File: src/rtl/rca_selfrepair.sv
// rtl/rca_selfrepair.sv - ripple-carry adder with BIST and spare-cell remapping
// A WIDTH-bit ripple adder built from CELLS physical full-adder cells, of which any WIDTH are selected by a map.
module rca_selfrepair #(
  parameter int WIDTH  = 4,
  parameter int SPARES = 2,
  localparam int CELLS = WIDTH + SPARES,
  localparam int CW    = $clog2(CELLS + 1)
) (
  input  logic             clk,
  input  logic             rst_n,
  input  logic             start,
  input  logic             in_valid,
  input  logic [WIDTH-1:0] a,
  input  logic [WIDTH-1:0] b,
  input  logic             cin,
  input  logic [CELLS-1:0] fi_mask,
  output logic             out_valid,
  output logic [WIDTH-1:0] sum,
  output logic             cout,
  output logic             busy,
  output logic             ready,
  output logic             fail,
  output logic [CELLS-1:0] fault_map,
  output logic [CW-1:0]    fault_cnt
);

  localparam int IW = (CELLS > 1) ? $clog2(CELLS) : 1;
  localparam logic [IW-1:0] LAST_CELL = IW'(CELLS - 1);
  localparam logic [CW-1:0] SPARES_W  = CW'(SPARES);

  typedef enum logic [2:0] {S_IDLE, S_TEST, S_MAP, S_READY, S_FAIL} state_t;

  state_t            state_q, state_d;
  logic [IW-1:0]     c_q, c_d;
  logic [2:0]        p_q, p_d;
  logic [CELLS-1:0]  fault_map_q, fault_map_d;
  logic [CW-1:0]     fault_cnt_q, fault_cnt_d;
  logic [IW-1:0]     map_q [WIDTH];
  logic [IW-1:0]     map_d [WIDTH];
  logic              out_valid_q, out_valid_d;
  logic [WIDTH-1:0]  sum_q, sum_d;
  logic              cout_q, cout_d;

  logic [WIDTH-1:0]  add_sum;
  logic              add_carry;
  logic              add_flip;
  logic              cell_s, cell_c, gold_s, gold_c, test_bad;
  logic [CW-1:0]     pop_cnt;
  logic [IW-1:0]     heal_map [WIDTH];
  int                heal_j;

  // Datapath: logical bit i runs through physical cell map_q[i]; a faulty cell inverts both outputs.
  always_comb begin
    add_sum   = '0;
    add_carry = cin;
    add_flip  = 1'b0;
    for (int i = 0; i < WIDTH; i++) begin
      add_flip   = fi_mask[map_q[i]];
      add_sum[i] = a[i] ^ b[i] ^ add_carry ^ add_flip;
      add_carry  = ((a[i] & b[i]) | (a[i] & add_carry) | (b[i] & add_carry)) ^ add_flip;
    end
  end

  always_comb begin
    gold_s   = p_q[2] ^ p_q[1] ^ p_q[0];
    gold_c   = (p_q[2] & p_q[1]) | (p_q[2] & p_q[0]) | (p_q[1] & p_q[0]);
    cell_s   = gold_s ^ fi_mask[c_q];
    cell_c   = gold_c ^ fi_mask[c_q];
    test_bad = (cell_s != gold_s) || (cell_c != gold_c);
  end

  // Healthy cells are packed into logical positions in ascending physical order.
  always_comb begin
    pop_cnt = '0;
    heal_j  = 0;
    for (int i = 0; i < WIDTH; i++) heal_map[i] = '0;
    for (int k = 0; k < CELLS; k++) begin
      pop_cnt = pop_cnt + CW'(fault_map_q[k]);
      if (!fault_map_q[k] && heal_j < WIDTH) begin
        heal_map[heal_j] = IW'(k);
        heal_j = heal_j + 1;
      end
    end
  end

  always_comb begin
    state_d     = state_q;
    c_d         = c_q;
    p_d         = p_q;
    fault_map_d = fault_map_q;
    fault_cnt_d = fault_cnt_q;
    map_d       = map_q;
    out_valid_d = 1'b0;
    sum_d       = sum_q;
    cout_d      = cout_q;
    case (state_q)
      S_IDLE, S_READY, S_FAIL: begin
        if (start) begin
          state_d     = S_TEST;
          c_d         = '0;
          p_d         = '0;
          fault_map_d = '0;
          fault_cnt_d = '0;
        end else if (in_valid && state_q != S_FAIL) begin
          out_valid_d = 1'b1;
          sum_d       = add_sum;
          cout_d      = add_carry;
        end
      end
      S_TEST: begin
        if (test_bad) fault_map_d[c_q] = 1'b1;
        p_d = p_q + 3'd1;
        if (p_q == 3'd7) begin
          if (c_q == LAST_CELL) begin
            c_d     = '0;
            state_d = S_MAP;
          end else begin
            c_d = c_q + IW'(1);
          end
        end
      end
      S_MAP: begin
        fault_cnt_d = pop_cnt;
        if (pop_cnt <= SPARES_W) begin
          map_d   = heal_map;
          state_d = S_READY;
        end else begin
          state_d = S_FAIL;
        end
      end
      default: state_d = S_IDLE;
    endcase
  end

  always_ff @(posedge clk or negedge rst_n) begin
    if (!rst_n) begin
      state_q     <= S_IDLE;
      c_q         <= '0;
      p_q         <= '0;
      fault_map_q <= '0;
      fault_cnt_q <= '0;
      for (int i = 0; i < WIDTH; i++) map_q[i] <= IW'(i);
      out_valid_q <= 1'b0;
      sum_q       <= '0;
      cout_q      <= 1'b0;
    end else begin
      state_q     <= state_d;
      c_q         <= c_d;
      p_q         <= p_d;
      fault_map_q <= fault_map_d;
      fault_cnt_q <= fault_cnt_d;
      map_q       <= map_d;
      out_valid_q <= out_valid_d;
      sum_q       <= sum_d;
      cout_q      <= cout_d;
    end
  end

  assign out_valid = out_valid_q;
  assign sum       = sum_q;
  assign cout      = cout_q;
  assign busy      = (state_q == S_TEST) || (state_q == S_MAP);
  assign ready     = (state_q == S_READY);
  assign fail      = (state_q == S_FAIL);
  assign fault_map = fault_map_q;
  assign fault_cnt = fault_cnt_q;

endmodule

File: config.mk
export PLATFORM = sky130hd
export DESIGN_NAME = rca_selfrepair
export DESIGN_NICKNAME = d
export VERILOG_FILES = /design/src/rtl/rca_selfrepair.sv
export SDC_FILE = /design/constraint.sdc
export NUM_CORES = 1
export LEC_CHECK = 0
export ABC_AREA = 1
export BUFFER_PORTS_ARGS = -buffer_cell sky130_fd_sc_hd__buf_4
export CAP_MARGIN = 30
export CORE_MARGIN = 2
export CORE_UTILIZATION = 52
export CTS_CLUSTER_SIZE = 10
export DETAILED_ROUTE_END_ITERATION = 7
export GPL_ROUTABILITY_DRIVEN = 0
export GPL_TIMING_DRIVEN = 0
export PLACE_DENSITY = 0.73
export SYNTH_ARGS = -nofsm -noshare
export SYNTH_HDL_FRONTEND = slang
export SYNTH_SLANG_ARGS = --single-unit
export TNS_END_PERCENT = 20
File: constraint.sdc
create_clock -name clk -period 7 [get_ports clk]
set_clock_uncertainty 0.1 [all_clocks]
set_input_delay 1.4 -clock clk [delete_from_list [all_inputs] [get_ports clk]]
set_output_delay 1.4 -clock clk [all_outputs]
set_load 0.005 [all_outputs]
==> results of run 1 <==
power breakdown:
part | switching [W] | internal [W] | leakage, nW | total, W
sequential | 0.0000644 | 0.000289 | 0.456 | 0.000354
clock | 0.0000769 | 0.0000899 | 0.0515 | 0.000167
combinational | 0.000562 | 0.000338 | 1.29 | 0.000900
layout by cell type, fill, tap and decap left out, drive strengths merged, types with 3 or more instances in the layout:
cell    count
dfstp       4
a21oi      25
clkbuf      8
nand2     118
fa          8
o31ai       3
ha         17
nor2       21
o211ai      3
nor3        3
inv        63
nand3      52
dfrtp      32
o21ai      20
buf        39
layout make-up:
class | count | area (um^2)
flip-flops and latches | 36 | 906
well taps | 70 | 87.6
plain buffers | 3 | 21.3
inverters | 63 | 239
repair buffers | 36 | 270
fillers | 488 | 1890
clock buffers | 8 | 100
multi-input cells | 279 | 1630
cells in the mapped netlist:
cell type  number  area [um^2]
nor2_1         19         71.3
o21bai_1        2         15.0
dfrtp_1        32          801
a21oi_1        24          120
nor2_4          2         22.5
nand4_2         1         12.5
nand2_1       109          409
dfstp_2         4          105
nor3_4          1         16.3
xor2_1          1         8.76
inv_4           1         6.26
inv_1          59          221
nor3_1          2         10.0
nand3_1        51          255
nand3b_1        2         15.0
nand2_4         6         67.6
ha_1           17          213
fa_1            8          160
xnor2_1         2         17.5
o22ai_1         1         6.26
nand3_4         1         17.5
buf_6           1         11.3
o21ai_2         1         8.76
buf_2           2         10.0
o21ai_0        17         85.1
o21ai_4         1         16.3
o21ai_1         1         5.00
a21oi_2         1         8.76
o31ai_1         3         22.5
o211ai_1        3         22.5
nand2_2         3         18.8
inv_2           3         11.3
metrics by stage:
stage               cell area (um^2)  total power, W
CTS                             3250         0.00142
global placement                3150         0.00122
finish                          3250         0.00142
floorplan                       2790         0.00103
global route                    3250         0.00159
detailed placement              3150         0.00125
worst max-delay path, stage by stage:
cell	delay, ns
buf_4	0.11
inv_1	0.13
a21oi_1	0.08
o21ai_0	0.07
nand2_1	0.07
nand2_1	0.07
nand2_1	0.07
xnor2_1	0.15
fa_1	0.38
xnor2_1	0.16
fa_1	0.38
xor2_1	0.19
fa_1	0.46
nand3b_1	0.17
nand3_1	0.11
nand2_1	0.05
flip-flops by register name, indices dropped and copies added, names as in the netlist:
name,cells
c_q,3
fault_cnt,3
p_q,3
cout,1
sum,4
state_q,3
fault_map,6
out_valid,1
map_q,12
routing by layer:
metal	part of all wire, %	GRT usage [%]	up-vias
li1	-	-	1304
met1	47	31.8	1168
met2	47	38.5	46
met3	4.0	3.65	7
met4	1.1	6.43	0
met5	0	0	-
logic make-up after synthesis:
family / Yosys count / share of synthesized area, %
AND/OR/NAND/NOR: 197 / 32.8
adder cells (fa/ha/maj): 25 / 13.4
buffers and inverters: 66 / 9.32
flip-flops: 36 / 32.5
XOR/XNOR: 3 / 0.941
AO/OA/AOI/OAI: 54 / 11.1
worst paths after layout:
kind	end	slack (ns)	cells after the start
worst max-delay path	sum[3]	3.05	16
worst min-delay path	sum[3]	0.39	2
worst max register to register	map_q[8]	3.31	12
worst min register to register	sum[3]	0.39	2
max in group asynchronous	map_q[1]	5.50	1
min in group asynchronous	map_q[5]	0.95	1
==> flow_metrics.env, run 1 <==
export IMPL_status="finished, final reports clean"
export IMPL_fin_cells=495
export IMPL_clk_pin_slew_worst_paths_ns=0.07
export IMPL_drive_gt1_share_pct=16.7
export IMPL_hold_path_class="reg -> reg"
export IMPL_worstPathMaxFanout=5
export IMPL_post_drt_wl_per_cell_um=12.7
export IMPL_rows=26
export IMPL_period_share_pct=56.5
export IMPL_relSlewSlack_pct=68.8
export IMPL_die_w_um=77.3
export IMPL_start_util_pct=54.3
export IMPL_gr_usage_all_layers_pct=23.3
export IMPL_irDropWorstVdd_uv=192
export IMPL_cts_buffer_depth=2
export IMPL_ys_ff_latch=36
export IMPL_grt_first_pass_wirelength_um=11100
export IMPL_power_density_mw_per_mm2=437
export IMPL_synth_cell_types=32
export IMPL_via_per_inst=5.10
export IMPL_finalSetupViolCount=0
export IMPL_dr_pass1_iters=4
export IMPL_clkSinkCount=36
export IMPL_rsz0062_at_grt="false"
export IMPL_grt_start_max_net_pins=37
export IMPL_drt_iter0_markers=124
export IMPL_drc=0
export IMPL_vias=2525
export IMPL_avgSynthCellArea_um2=7.33
export IMPL_totalWireLength_um=6290
export IMPL_worst_slew_pin_slew_ns=0.468
export IMPL_yosys_warnings=0
export IMPL_antenna_cells=0
export IMPL_cts_hold_buf=0
export IMPL_cts_resized=0
export IMPL_syn_inst=381
export IMPL_die_h_um=77.3
export IMPL_worstSkewPairLatency_ns=0.29
export IMPL_post_cts_buffers=0
export IMPL_portBuffers=36
export IMPL_hold_start="sum[3]"
export IMPL_cts_buffers=5
export IMPL_first_global_vias=2417
export IMPL_slew_violations=0
export IMPL_dp_final_hpwl_um=4870
export IMPL_setup_ws_ns=3.05
export IMPL_cp_start_kind="input port"
export IMPL_fin_tns_setup_ns=0
export IMPL_hold_slack_ns=0.386
export IMPL_cts_root_buf="clkbuf_8"
export IMPL_cap_violations=0
export IMPL_rr_startpoint="fault_map[0]"
export IMPL_mappedNetlistArea_mm2=0.00279
export IMPL_overflow=0
export IMPL_ioPinCount=37
export IMPL_dp_slack_ns=2.75
export IMPL_hold_viol=0
export IMPL_htreeDepth=2
export IMPL_crit_start="fi_mask[1]"
export IMPL_final_util_pct=63.2
export IMPL_fin_nets=468
export IMPL_coreArea_mm2=0.00514
export IMPL_crit_arrival_ns=4.05
export IMPL_cts_tree="built"
export IMPL_ys_seq_area_share_pct=32.5
export IMPL_cp_required_ns=7.09
export IMPL_leakage_nw=1.79
export IMPL_dieArea_mm2=0.00597
export IMPL_max_freq_mhz=253
export IMPL_syn_nets=425
export IMPL_antenna_left=0
export IMPL_final_min_clock_period_ns=3.95
export IMPL_crit_path_end_kind="register"
export IMPL_antenna_found_initial=0
export IMPL_path_class="in -> reg"
export IMPL_dp_cells=487
export IMPL_area_delta_synth_final_pct=16.4
Note: power is estimated with default switching activity, not from simulation.
==> run 2: changes to the inputs <==
==> constraint.sdc (replaced) <==
create_clock -name clk -period 3.65 [get_ports clk]
set_clock_uncertainty 0.1 [all_clocks]
set_input_delay 0.73 -clock clk [delete_from_list [all_inputs] [get_ports clk]]
set_output_delay 0.73 -clock clk [all_outputs]
set_load 0.005 [all_outputs]
==> run 2 against run 1 <==
  * Cell count stayed put
  * Non-clock buffer count stayed put
  * Worst hold slack worse by 0.11 ns
  * Wire length stayed put
  * Power is 93% higher
  * Via count is 0.20% lower
  * Global-route usage hardly changed
  * Die area stayed put
  * Count of clock-buffer cells in the layout stayed put
  * Sequential share of layout area is 0.16 points lower
  * Flip-flop and latch count stayed put
  * Clock power is 92% higher
  * Critical endpoint is now map_q[8]
==> flow_metrics.env, run 2 (synthesis gave the netlist of run 1 again) <==
export IMPL_via_per_inst=5.09
export IMPL_overflow=0
export IMPL_cts_root_buf="clkbuf_8"
export IMPL_area_delta_synth_final_pct=17.3
export IMPL_grt_start_max_net_pins=37
export IMPL_grt_first_pass_wirelength_um=11200
export IMPL_final_min_clock_period_ns=3.40
export IMPL_cts_buffers=5
export IMPL_start_util_pct=54.3
export IMPL_dieArea_mm2=0.00597
export IMPL_fin_nets=468
export IMPL_cp_required_ns=3.77
export IMPL_die_w_um=77.3
export IMPL_cap_violations=0
export IMPL_fin_cells=495
export IMPL_status="finished, final reports clean"
export IMPL_cp_start_kind="register"
export IMPL_clk_pin_slew_worst_paths_ns=0.07
export IMPL_cts_buffer_depth=2
export IMPL_relSlewSlack_pct=69.3
export IMPL_worst_slew_pin_slew_ns=0.456
export IMPL_drt_iter0_markers=101
export IMPL_post_drt_wl_per_cell_um=12.7
export IMPL_drive_gt1_share_pct=17.2
export IMPL_antenna_cells=0
export IMPL_fin_tns_setup_ns=0
export IMPL_power_total_w=0.00274
export IMPL_period_share_pct=93.1
export IMPL_design_area_mm2=0.00327
export IMPL_portBuffers=36
export IMPL_irDropWorstVdd_uv=367
export IMPL_first_global_vias=2421
export IMPL_finalSetupViolCount=0
export IMPL_crit_arrival_ns=3.52
export IMPL_r2r_slack_ns=0.25
export IMPL_power_density_mw_per_mm2=837
export IMPL_crit_path_end_kind="register"
export IMPL_rsz0062_at_grt="false"
export IMPL_rows=26
export IMPL_path_class="reg -> reg"
export IMPL_layout_common_cells="nand2_1 (109), inv_1 (59), nand3_1 (51), buf_4 (36), dfrtp_1 (31)"
export IMPL_leakage_nw=1.78
export IMPL_vias=2520
export IMPL_worstPathMaxFanout=10
export IMPL_clkSinkCount=36
export IMPL_final_util_pct=63.7
export IMPL_max_freq_mhz=294
export IMPL_dr_pass1_iters=4
export IMPL_regMostFlops="map_q"
export IMPL_cts_hold_buf=0
export IMPL_gr_usage_all_layers_pct=23.3
export IMPL_dp_cells=487
export IMPL_rr_startpoint="fault_map[0]"
export IMPL_htreeDepth=2
export IMPL_largest_reg_flops=12
export IMPL_ioPinCount=37
export IMPL_antenna_found_initial=0
export IMPL_cts_tree="built"
export IMPL_r2r_cells=12
export IMPL_n_fill_cell=482
export IMPL_coreArea_mm2=0.00514
export IMPL_slew_violations=0
export IMPL_antenna_left=0
export IMPL_drc=0
export IMPL_worstReg2RegEnd="map_q[8]"
export IMPL_hold_viol=0
export IMPL_die_h_um=77.3
export IMPL_totalWireLength_um=6290
export IMPL_worstSkewPairLatency_ns=0.29
export IMPL_dp_final_hpwl_um=4870
export IMPL_mostFrequentLayoutCell="nand2_1"
export IMPL_hold_path_class="in -> async"
export IMPL_placed_cell_area_mm2=0.00315
-- run 2: cell count changes in the layout (fill, tap and decap cells not counted) --
cell      change
a21oi_1       -1
a21oi_4       +1
buf_2         -1
clkbuf_4      +1
dfrtp_1       -1
dfrtp_2       +1
nand4_2       -1
nand4_4       +1
-- run 2: what timing repair did --
action | in CTS | in global routing
setup endpoints to repair | 8 | 14
gates cloned | 0 | 0
resized for setup | 1 | 4
pin swaps | 0 | 1
buffers inserted | 0 | 0
-- run 2: metrics by stage --
step / worst slack (ns) / hold slack (ns)
after global placement: -0.00151 / 0.370
after CTS: 0.0150 / 0.303
after detailed placement: 0.0138 / 0.367
after global routing: 0.0249 / 0.324
final: 0.250 / 0.280
after floorplan: 0.321 / 0.334
-- run 2: report_power, final --
part / total, W / internal [W] / switching, W
logic: 0.00174 / 0.000656 / 0.00108
clock network: 0.000320 / 0.000172 / 0.000148
registers: 0.000679 / 0.000555 / 0.000124
total: 0.00274 / 0.00138 / 0.00136
-- run 2: worst max-delay path by stage --
stage                 start         end  slack, ns  cells after the start
6_report       fault_map[0]    map_q[8]       0.25                     12
5_1_grt        fault_map[0]  state_q[0]       0.02                     12
4_1_cts        fault_map[0]    map_q[2]       0.02                     12
3_5_place_dp   fault_map[0]   map_q[11]       0.01                     12
3_3_place_gp   fault_map[0]  state_q[0]     -0.002                     12
2_1_floorplan          a[0]      sum[3]       0.32                     11
-- run 2: worst max-delay path, stage by stage, from the launching register on --
cell and delay (ns):
dfrtp_2 0.48, fa_1 0.54, inv_1 0.05, fa_1 0.48, inv_1 0.04, ha_1 0.18
fa_1 0.50, a21oi_4 0.22, nand4_4 0.20, inv_2 0.15, clkbuf_4 0.22, nor2_1 0.05
a21oi_1 0.12
-- run 2: area by class of cell --
type	count	area, um^2	share of cell area, %
Multi-Input combinational cell	279	1650	50.3
Sequential cell	36	907	27.7
Tap cell	70	87.6	2.68
Clock buffer	8	100	3.06
Buffer	3	23.8	0.726
Inverter	63	239	7.30
Timing Repair Buffer	36	270	8.26
-- run 2: metal layers --
layer | up-vias | share of wire (%) | global-route usage [%]
met2 | 44 | 47 | 38.5
met5 | - | 0 | 0
met3 | 7 | 4.0 | 3.65
met1 | 1164 | 48 | 31.9
met4 | 0 | 1.1 | 6.43
li1 | 1305 | - | -
==> run 3: changes to the inputs <==
--- a/config.mk
+++ b/config.mk
@@ -8,13 +8,15 @@
 export ABC_AREA = 1
 export BUFFER_PORTS_ARGS = -buffer_cell sky130_fd_sc_hd__buf_4
 export CAP_MARGIN = 30
+export CELL_PAD_IN_SITES_DETAIL_PLACEMENT = 1
+export CELL_PAD_IN_SITES_GLOBAL_PLACEMENT = 1
 export CORE_MARGIN = 2
-export CORE_UTILIZATION = 52
+export CORE_UTILIZATION = 42
 export CTS_CLUSTER_SIZE = 10
 export DETAILED_ROUTE_END_ITERATION = 7
 export GPL_ROUTABILITY_DRIVEN = 0
 export GPL_TIMING_DRIVEN = 0
-export PLACE_DENSITY = 0.73
+export PLACE_DENSITY_LB_ADDON = 0.1
 export SYNTH_ARGS = -nofsm -noshare
 export SYNTH_HDL_FRONTEND = slang
 export SYNTH_SLANG_ARGS = --single-unit
==> run 3 against run 2 <==
  * Via count rose by 2.7%
  * First-iteration DRC count fell by 6.9%
  * Fmax fell by 1.9%
  * Setup slack got worse by 0.065 ns
  * Largest power group unchanged
  * Highest routed layer unchanged
==> flow_metrics.env, run 3 (synthesis gave the netlist of run 1 again) <==
export IMPL_status="finished, final reports clean"
export IMPL_mostFrequentLayoutCell="nand2_1"
export IMPL_p_clk_share_pct=10.7
export IMPL_final_min_clock_period_ns=3.46
export IMPL_htreeDepth=2
export IMPL_worstPathMaxFanout=10
export IMPL_comb_power_share_pct=64.7
export IMPL_grt_first_pass_wirelength_um=12500
export IMPL_rr_startpoint="fault_map[0]"
export IMPL_hold_slack_ns=0.291
export IMPL_power_density_mw_per_mm2=846
export IMPL_setup_ws_ns=0.185
export IMPL_relSlewSlack_pct=67.0
export IMPL_n_fill_cell=838
export IMPL_cts_buffers=5
export IMPL_cpMostUsedCell="fa_1"
export IMPL_dr_pass1_iters=4
export IMPL_first_global_vias=2662
export IMPL_drt_iter0_markers=94
export IMPL_final_util_pct=51.3
export IMPL_cts_root_buf="clkbuf_8"
export IMPL_cts_hold_buf=0
export IMPL_antenna_found_initial=0
export IMPL_leakage_nw=1.78
export IMPL_hold_viol=0
export IMPL_period_share_pct=94.9
export IMPL_die_h_um=85.5
export IMPL_via_per_inst=5.16
export IMPL_fin_nets=468
export IMPL_totalWireLength_um=7280
export IMPL_area_delta_synth_final_pct=17.3
export IMPL_drive_gt1_share_pct=17.2
export IMPL_cpLargestDelayFamily="adder cells"
export IMPL_layout_common_cells="nand2_1 (109), inv_1 (59), nand3_1 (51), buf_4 (36), dfrtp_1 (30)"
export IMPL_coreArea_mm2=0.00639
export IMPL_drc=0
export IMPL_crit_slowest_cell="fa_1"
export IMPL_worstSkewPairLatency_ns=0.28
export IMPL_cts_tree="built"
export IMPL_regMostFlops="map_q"
export IMPL_die_w_um=85.5
export IMPL_gr_usage_all_layers_pct=21.3
export IMPL_slew_violations=0
export IMPL_clkSinkCount=36
export IMPL_overflow=0
export IMPL_antenna_cells=0
export IMPL_hold_path_class="in -> async"
export IMPL_clk_pin_slew_worst_paths_ns=0.07
export IMPL_portBuffers=36
export IMPL_grt_start_max_net_pins=37
export IMPL_worst_slew_pin_slew_ns=0.491
export IMPL_seqPwrFrac_pct=24.6
export IMPL_ioPinCount=37
export IMPL_r2r_cells=12
export IMPL_antenna_left=0
export IMPL_dp_final_hpwl_um=5870
export IMPL_dp_slack_ns=-0.121
export IMPL_cap_violations=0
export IMPL_crit_arrival_ns=3.57
export IMPL_vias=2589
export IMPL_path_buf_inv=4
export IMPL_max_freq_mhz=289
export IMPL_cts_buffer_depth=2
export IMPL_rows=29
export IMPL_dieArea_mm2=0.00731
export IMPL_cp_start_kind="register"
export IMPL_cp_required_ns=3.76
export IMPL_path_cells="fa_1, inv_1, fa_1, inv_1, ha_1, fa_1, a21oi_4, nand4_4, inv_2, clkbuf_4, nor2_1, a21oi_1"
export IMPL_irDropWorstVdd_uv=412
export IMPL_netSwitchingPower_w=0.00140
export IMPL_p_int_w=0.00137
export IMPL_finalSetupViolCount=0
export IMPL_cpPeakStageDelay_ns=0.55
export IMPL_worstReg2RegEnd="map_q[8]"
export IMPL_crit_path_end_kind="register"
export IMPL_switching_share_pct=50.5
export IMPL_r2r_slack_ns=0.19
export IMPL_post_drt_wl_per_cell_um=14.5
export IMPL_largest_reg_flops=12
export IMPL_start_util_pct=43.7
export IMPL_path_class="reg -> reg"
export IMPL_rsz0062_at_grt="false"
run 3: cell counts in the layout (fill, tap and decap cells not counted):
Identical to the previous run, type by type.
run 3: power by group through the flow:
stage / Combinational, W / Sequential (W) / Clock, W
finish: 0.00179 / 0.000681 / 0.000296
global route: 0.00205 / 0.000703 / 0.000321
CTS: 0.00180 / 0.000682 / 0.000305
detailed placement: 0.00178 / 0.000687 / 0
global placement: 0.00171 / 0.000681 / 0
floorplan: 0.00132 / 0.000660 / 0
run 3: final cells by class:
cell class / count / area, um^2 / share of cell area, %
inverter: 63 / 239 / 7.30
tap: 77 / 96.3 / 2.94
buffer: 3 / 23.8 / 0.726
timing repair buffer: 36 / 270 / 8.26
multi-input combinational: 279 / 1650 / 50.3
clock buffer: 8 / 90.1 / 2.75
sequential: 36 / 908 / 27.8
run 3: worst max path at each step:
stage	to	startpoint	cells after the start	slack [ns]
2_1_floorplan	sum[3]	a[0]	11	0.32
5_1_grt	map_q[8]	fault_map[0]	12	0.03
6_report	map_q[8]	fault_map[0]	12	0.19
3_5_place_dp	map_q[8]	fault_map[0]	12	-0.12
4_1_cts	map_q[8]	fault_map[0]	12	0.04
3_3_place_gp	state_q[0]	fault_map[0]	12	-0.07
run 3: repair_timing:
| item | CTS | global route |
|---|---|---|
| setup buffers | 0 | 0 |
| setup endpoints to repair | 10 | 10 |
| gates resized for setup | 2 | 4 |
run 3: layer usage:
| metal | global-route usage (%) | wire [um] | vias up | share of wire [%] |
|---|---|---|---|---|
| li1 | - | - | 1299 | - |
| met1 | 28.5 | 3430 | 1242 | 47 |
| met2 | 36.1 | 3500 | 38 | 48 |
| met3 | 3.95 | 252 | 10 | 3.5 |
| met4 | 5.19 | 103 | 0 | 1.4 |
| met5 | 0 | 0 | - | 0 |
run 3: per-stage QoR:
stage                     instances  power, W  cell area [um^2]  TNS [ns]
final                           502   0.00277              3270         0
after global routing            502   0.00308              3270         0
after CTS                       502   0.00279              3260         0
after detailed placement        494   0.00247              3160    -0.894
after global placement          494   0.00239              3160    -0.541
after floorplan                 381   0.00198              2790         0
